$ cat src/rtl/sram_mem_ctrl.sv
// sram_mem_ctrl: memory-stage data-memory controller for a 16-bit async SRAM.
//
// Turns a single-cycle 32-bit load/store request into two 16-bit half
// accesses, low half first. Each half is held on the pins for WAIT_CYCLES
// cycles. ready stays low while a request is being served, and the pipeline
// is frozen with ~ready.
//
// Ports:
//   clk, rst            clock and synchronous active-high reset
//   wr_en, rd_en        store / load request, held while ready=0
//   address             byte address; bits [1:0] ignored
//   write_data          store data
//   read_data           registered load result
//   ready               combinational; 0 = stall pipeline
//   sram_addr           SRAM 16-bit word address
//   sram_dq_out/_in/_oe data pad out, in and output enable
//   sram_we_n, sram_oe_n active-low write / output enable
//
// Optional feature (macro SRAM_ACCESS_COUNT_EN): adds rd_count/wr_count,
// which count completed loads and stores.
module sram_mem_ctrl #(
  parameter logic [31:0] BASE_ADDR   = 32'd1024,
  parameter int          WAIT_CYCLES = 2
) (
  input  logic        clk,
  input  logic        rst,
  input  logic        wr_en,
  input  logic        rd_en,
  input  logic [31:0] address,
  input  logic [31:0] write_data,
  output logic [31:0] read_data,
  output logic        ready,
  output logic [17:0] sram_addr,
  output logic [15:0] sram_dq_out,
  input  logic [15:0] sram_dq_in,
  output logic        sram_dq_oe,
  output logic        sram_we_n,
  output logic        sram_oe_n
`ifdef SRAM_ACCESS_COUNT_EN
  ,
  output logic [31:0] rd_count,
  output logic [31:0] wr_count
`endif
);

  typedef enum logic [1:0] {IDLE, LOW, HIGH, DONE} state_t;

  localparam logic [3:0] LAST_CNT = 4'(WAIT_CYCLES - 1);

  state_t      state;
  logic [3:0]  cnt;
  logic        op_wr;
  logic [31:0] offset;
  logic        last_cyc;
  logic        unused_offset_bits;

  // Addresses below BASE_ADDR simply wrap; only offset[18:2] reaches the pins.
  assign offset             = address - BASE_ADDR;
  assign unused_offset_bits = ^{offset[31:19], offset[1:0]};
  assign last_cyc           = (cnt == LAST_CNT);

  assign ready = (~rd_en & ~wr_en) | (state == DONE);

  always_ff @(posedge clk) begin
    if (rst) begin
      state     <= IDLE;
      cnt       <= 4'd0;
      op_wr     <= 1'b0;
      read_data <= 32'd0;
`ifdef SRAM_ACCESS_COUNT_EN
      rd_count  <= 32'd0;
      wr_count  <= 32'd0;
`endif
    end else begin
      case (state)
        IDLE: begin
          if (rd_en | wr_en) begin
            state <= LOW;
            cnt   <= 4'd0;
            op_wr <= wr_en;   // store wins when both are requested
          end
        end
        LOW: begin
          if (last_cyc) begin
            state <= HIGH;
            cnt   <= 4'd0;
            if (!op_wr) read_data[15:0] <= sram_dq_in;
          end else begin
            cnt <= cnt + 4'd1;
          end
        end
        HIGH: begin
          if (last_cyc) begin
            state <= DONE;
            cnt   <= 4'd0;
            if (!op_wr) read_data[31:16] <= sram_dq_in;
`ifdef SRAM_ACCESS_COUNT_EN
            if (op_wr) wr_count <= wr_count + 32'd1;
            else       rd_count <= rd_count + 32'd1;
`endif
          end else begin
            cnt <= cnt + 4'd1;
          end
        end
        default: begin
          state <= IDLE;
        end
      endcase
    end
  end

  // Pin decode from the registered state and latched operation.
  always_comb begin
    sram_addr   = 18'd0;
    sram_dq_out = 16'd0;
    sram_dq_oe  = 1'b0;
    sram_we_n   = 1'b1;
    sram_oe_n   = 1'b1;
    if (state == LOW || state == HIGH) begin
      sram_addr = {offset[18:2], (state == HIGH)};
      if (op_wr) begin
        sram_we_n   = 1'b0;
        sram_dq_oe  = 1'b1;
        sram_dq_out = (state == HIGH) ? write_data[31:16] : write_data[15:0];
      end else begin
        sram_oe_n = 1'b0;
      end
    end
  end

endmodule

$ cat config.mk
export PLATFORM = sky130hd
export DESIGN_NAME = sram_mem_ctrl
export DESIGN_NICKNAME = d
export VERILOG_FILES = /design/src/rtl/sram_mem_ctrl.sv
export SDC_FILE = /design/constraint.sdc
export NUM_CORES = 1
export LEC_CHECK = 0
export CAP_MARGIN = 20
export CORE_MARGIN = 2
export CORE_UTILIZATION = 31
export CTS_CLUSTER_DIAMETER = 40
export DETAILED_ROUTE_END_ITERATION = 10
export PLACE_DENSITY = 0.76
export RECOVER_POWER = 50
export SLEW_MARGIN = 30
export SYNTH_ARGS = -nofsm -noshare
export SYNTH_HDL_FRONTEND = slang
export SYNTH_SLANG_ARGS = --single-unit
$ cat constraint.sdc
create_clock -name clk -period 1.6 [get_ports clk]
set_input_delay 0.16 -clock clk [delete_from_list [all_inputs] [get_ports clk]]
set_output_delay 0.16 -clock clk [all_outputs]
set_load 0.01 [all_outputs]
==> results_dict.tcl <==
set metrics [dict create \
    power_frac_seq 0.219 \
    syn_area_per_cell_sq_um 8.49 \
    grt_pass1_vias 2338 \
    top_usage_layer "met2" \
    drt_iter0_markers 84 \
    finalHoldViolations 0 \
    ys.flop_type "dfxtp_1" \
    fillerInstances 575 \
    clkTransAtPathRegs_ns 0.07 \
    ys_seq_area_frac 0.366 \
    power.switching_uw 1810 \
    use_met3 0.0436 \
    portBuffers 138 \
    die-area_sq_um 7550 \
    synth.distinct_cells 33 \
    cts_made_buffers 5 \
    totalWireLength_microns 7030 \
    synthArstFlopShare 0 \
    yosysWarnings 0 \
    drtAntennaViolNets 0 \
    core_area_sq_um 6720 \
    slew_violations 0 \
    use_met1 0.216 \
    ir_drop_uv 1250 \
    die_width_microns 86.9 \
    path_delay_family "simple AND/OR/NAND/NOR gates" \
    power.density_nw_per_um2 1220 \
    io_pins 154 \
    dieHeight_microns 86.9 \
    tritoncts "yes" \
    swShare 0.355 \
    start_util 0.317 \
    crit_fanout 3 \
    syn_nets 342 \
    violations "setup timing" \
    rsz0062_at_grt "true" \
    first_pass_iters 4 \
    clock_latency_ns 0.28 \
    drcViolationCount 0 \
    run_status "finished with violations" \
    cts_sinks 39 \
    gp_congestion 0.767 \
    vias_per_cell 4.80 \
    use_met2 0.319 \
    finalPower_uw 5110 \
    cts_htree_levels 2 \
    vias 2405 \
    grt-ovfl-total 0 \
    slew_headroom 0.752 \
    crit_buf_inv 2 \
    synth_cells 251 \
    timing.final.ws_setup_ns -0.147 \
    min_period_ns 1.75 \
    endpoint_kind "output pin" \
    crit_chain "buf_6 > or4_4 > or4_1 > a21oi_1 > buf_2" \
    required_ns 1.44 \
    grt_max_degree 28 \
    stdcell_area_sq_um 4190 \
    p_int_uw 3290 \
    grtUsageTotal 0.179 \
    antenna_found_initial 0 \
    num_rows 30 \
    diodes 0 \
    synthesis.area_sq_um 2130 \
    cts_root_buf "clkbuf_8" \
    critPathMaxStageDelay_ns 0.53 \
    fmax_mhz 573 \
    synth_edf_count 0 \
    path_class "in2out" \
    arrival_ns 1.59 \
    wire_per_inst_microns 14.0 \
    nNetsFinal 511 \
    clockBufferDepth 2 \
    p_leak_uw 0.00189 \
    final_common_cell "clkdlybuf4s50_1" \
    period_share 1.09 \
    crit_slowest_cell "or4_4" \
    worst_pin_slew_ns 0.370 \
    grt_pass1_wl_microns 10800 \
    area_growth_pct 96.5 \
    max_cap_viol_count 0 \
    mostFrequentLayoutCells "66 x clkdlybuf4s50_1, 53 x nand2_1, 50 x mux2i_1" \
    critPathLaunchType "primary input" \
    drive_gt1_frac 0.304 \
    clock_skew_ns 0.00519 \
    fin_setup_tns_ns -1.84 \
    ys_ff_latch 39 \
    hold_path_class "in2reg" \
    power_frac_comb 0.640 \
    place.detailed.hpwl_microns 4990 \
    placed_cell_area_sq_um 3790 \
    clkPwrFrac 0.142 \
    finalSetupViolations 39 \
]
## stage by stage
step	worst slack, ns	hold WS, ns	utilization	std cells
floorplan	0.0261	0.321	-	251
global placement	-0.879	0.444	0.564	481
detailed placement	-0.900	0.449	0.564	481
CTS	-0.147	0.441	0.586	497
global route	-0.196	0.453	0.623	501
finish	-0.147	0.449	0.623	501
## timing repair
item,4_1_cts,5_1_grt
endpoints found under the setup margin,40,60
setup buffers,4,4
gates cloned,4,2
resized for setup,202,51
pin swaps,9,7
hold buffers,0,0
## registers in the layout, summed over array words and instances, names as in the netlist
signal     count
cnt            4
read_data     32
state          2
op_wr          1
## area by class of cell
type	instances	area, sq um	share of cell area
Inverter	10	50.0	0.0120
Tap cell	80	100	0.0239
Multi-Input combinational cell	189	1450	0.347
Timing Repair Buffer	175	1700	0.406
Clock buffer	8	100	0.0239
Sequential cell	39	785	0.187
## layer usage
layer,share of wire,vias to the layer above
met1,0.42,1140
met5,0,-
li1,-,1191
met4,0.010,0
met3,0.042,8
met2,0.53,66
## synth_stat cells (2+ instances only)
library cell,number,area share
o21ai_0,3,0.0070
nand2b_1,4,0.012
o31ai_1,4,0.014
mux2i_1,50,0.23
or3b_2,2,0.0082
or2_2,2,0.0059
buf_2,4,0.0094
o211ai_1,2,0.0070
nand2_1,55,0.097
clkbuf_1,9,0.016
nand4b_1,2,0.0082
ha_1,7,0.041
nor2b_1,2,0.0059
nor2_1,21,0.037
or3_1,5,0.015
and2_1,10,0.029
inv_1,9,0.016
a21oi_1,7,0.016
dfxtp_1,39,0.37
## final timing paths
check                           slack (ns)                        from                          to  cells after the start
worst max register to register       -0.09       state[0]$_SDFFE_PP0P_       state[0]$_SDFFE_PP0P_                      8
worst min-delay path                  0.45              sram_dq_in[12]  read_data[28]$_SDFFE_PP0P_                      3
worst min register to register        0.46  read_data[15]$_SDFFE_PP0P_  read_data[15]$_SDFFE_PP0P_                      2
worst max-delay path                 -0.15                 address[13]               sram_addr[17]                      5
## worst min-delay path: stages
cell	delay, ns
clkdlybuf4s50_1	0.39
nand2_1	0.07
mux2i_1	0.06
## logic make-up after synthesis
| group | share of synthesized area |
|---|---|
| adders and majority gates | 0.0411 |
| xor gates and xnor gates | 0.00411 |
| DFF | 0.366 |
| AOI/OAI and AO/OA | 0.0675 |
| muxes | 0.235 |
| buffers and inverters | 0.0429 |
| and+or+nand+nor | 0.243 |
## power by group through the flow
stage               clock, uW  sequential [uW]  combinational [uW]
global route              795             1130                3490
global placement            0             1120                2360
floorplan                   0             1150                1110
detailed placement          0             1120                2400
finish                    723             1120                3270
CTS                       757             1110                2790
Power figures use the tool's default switching activity.
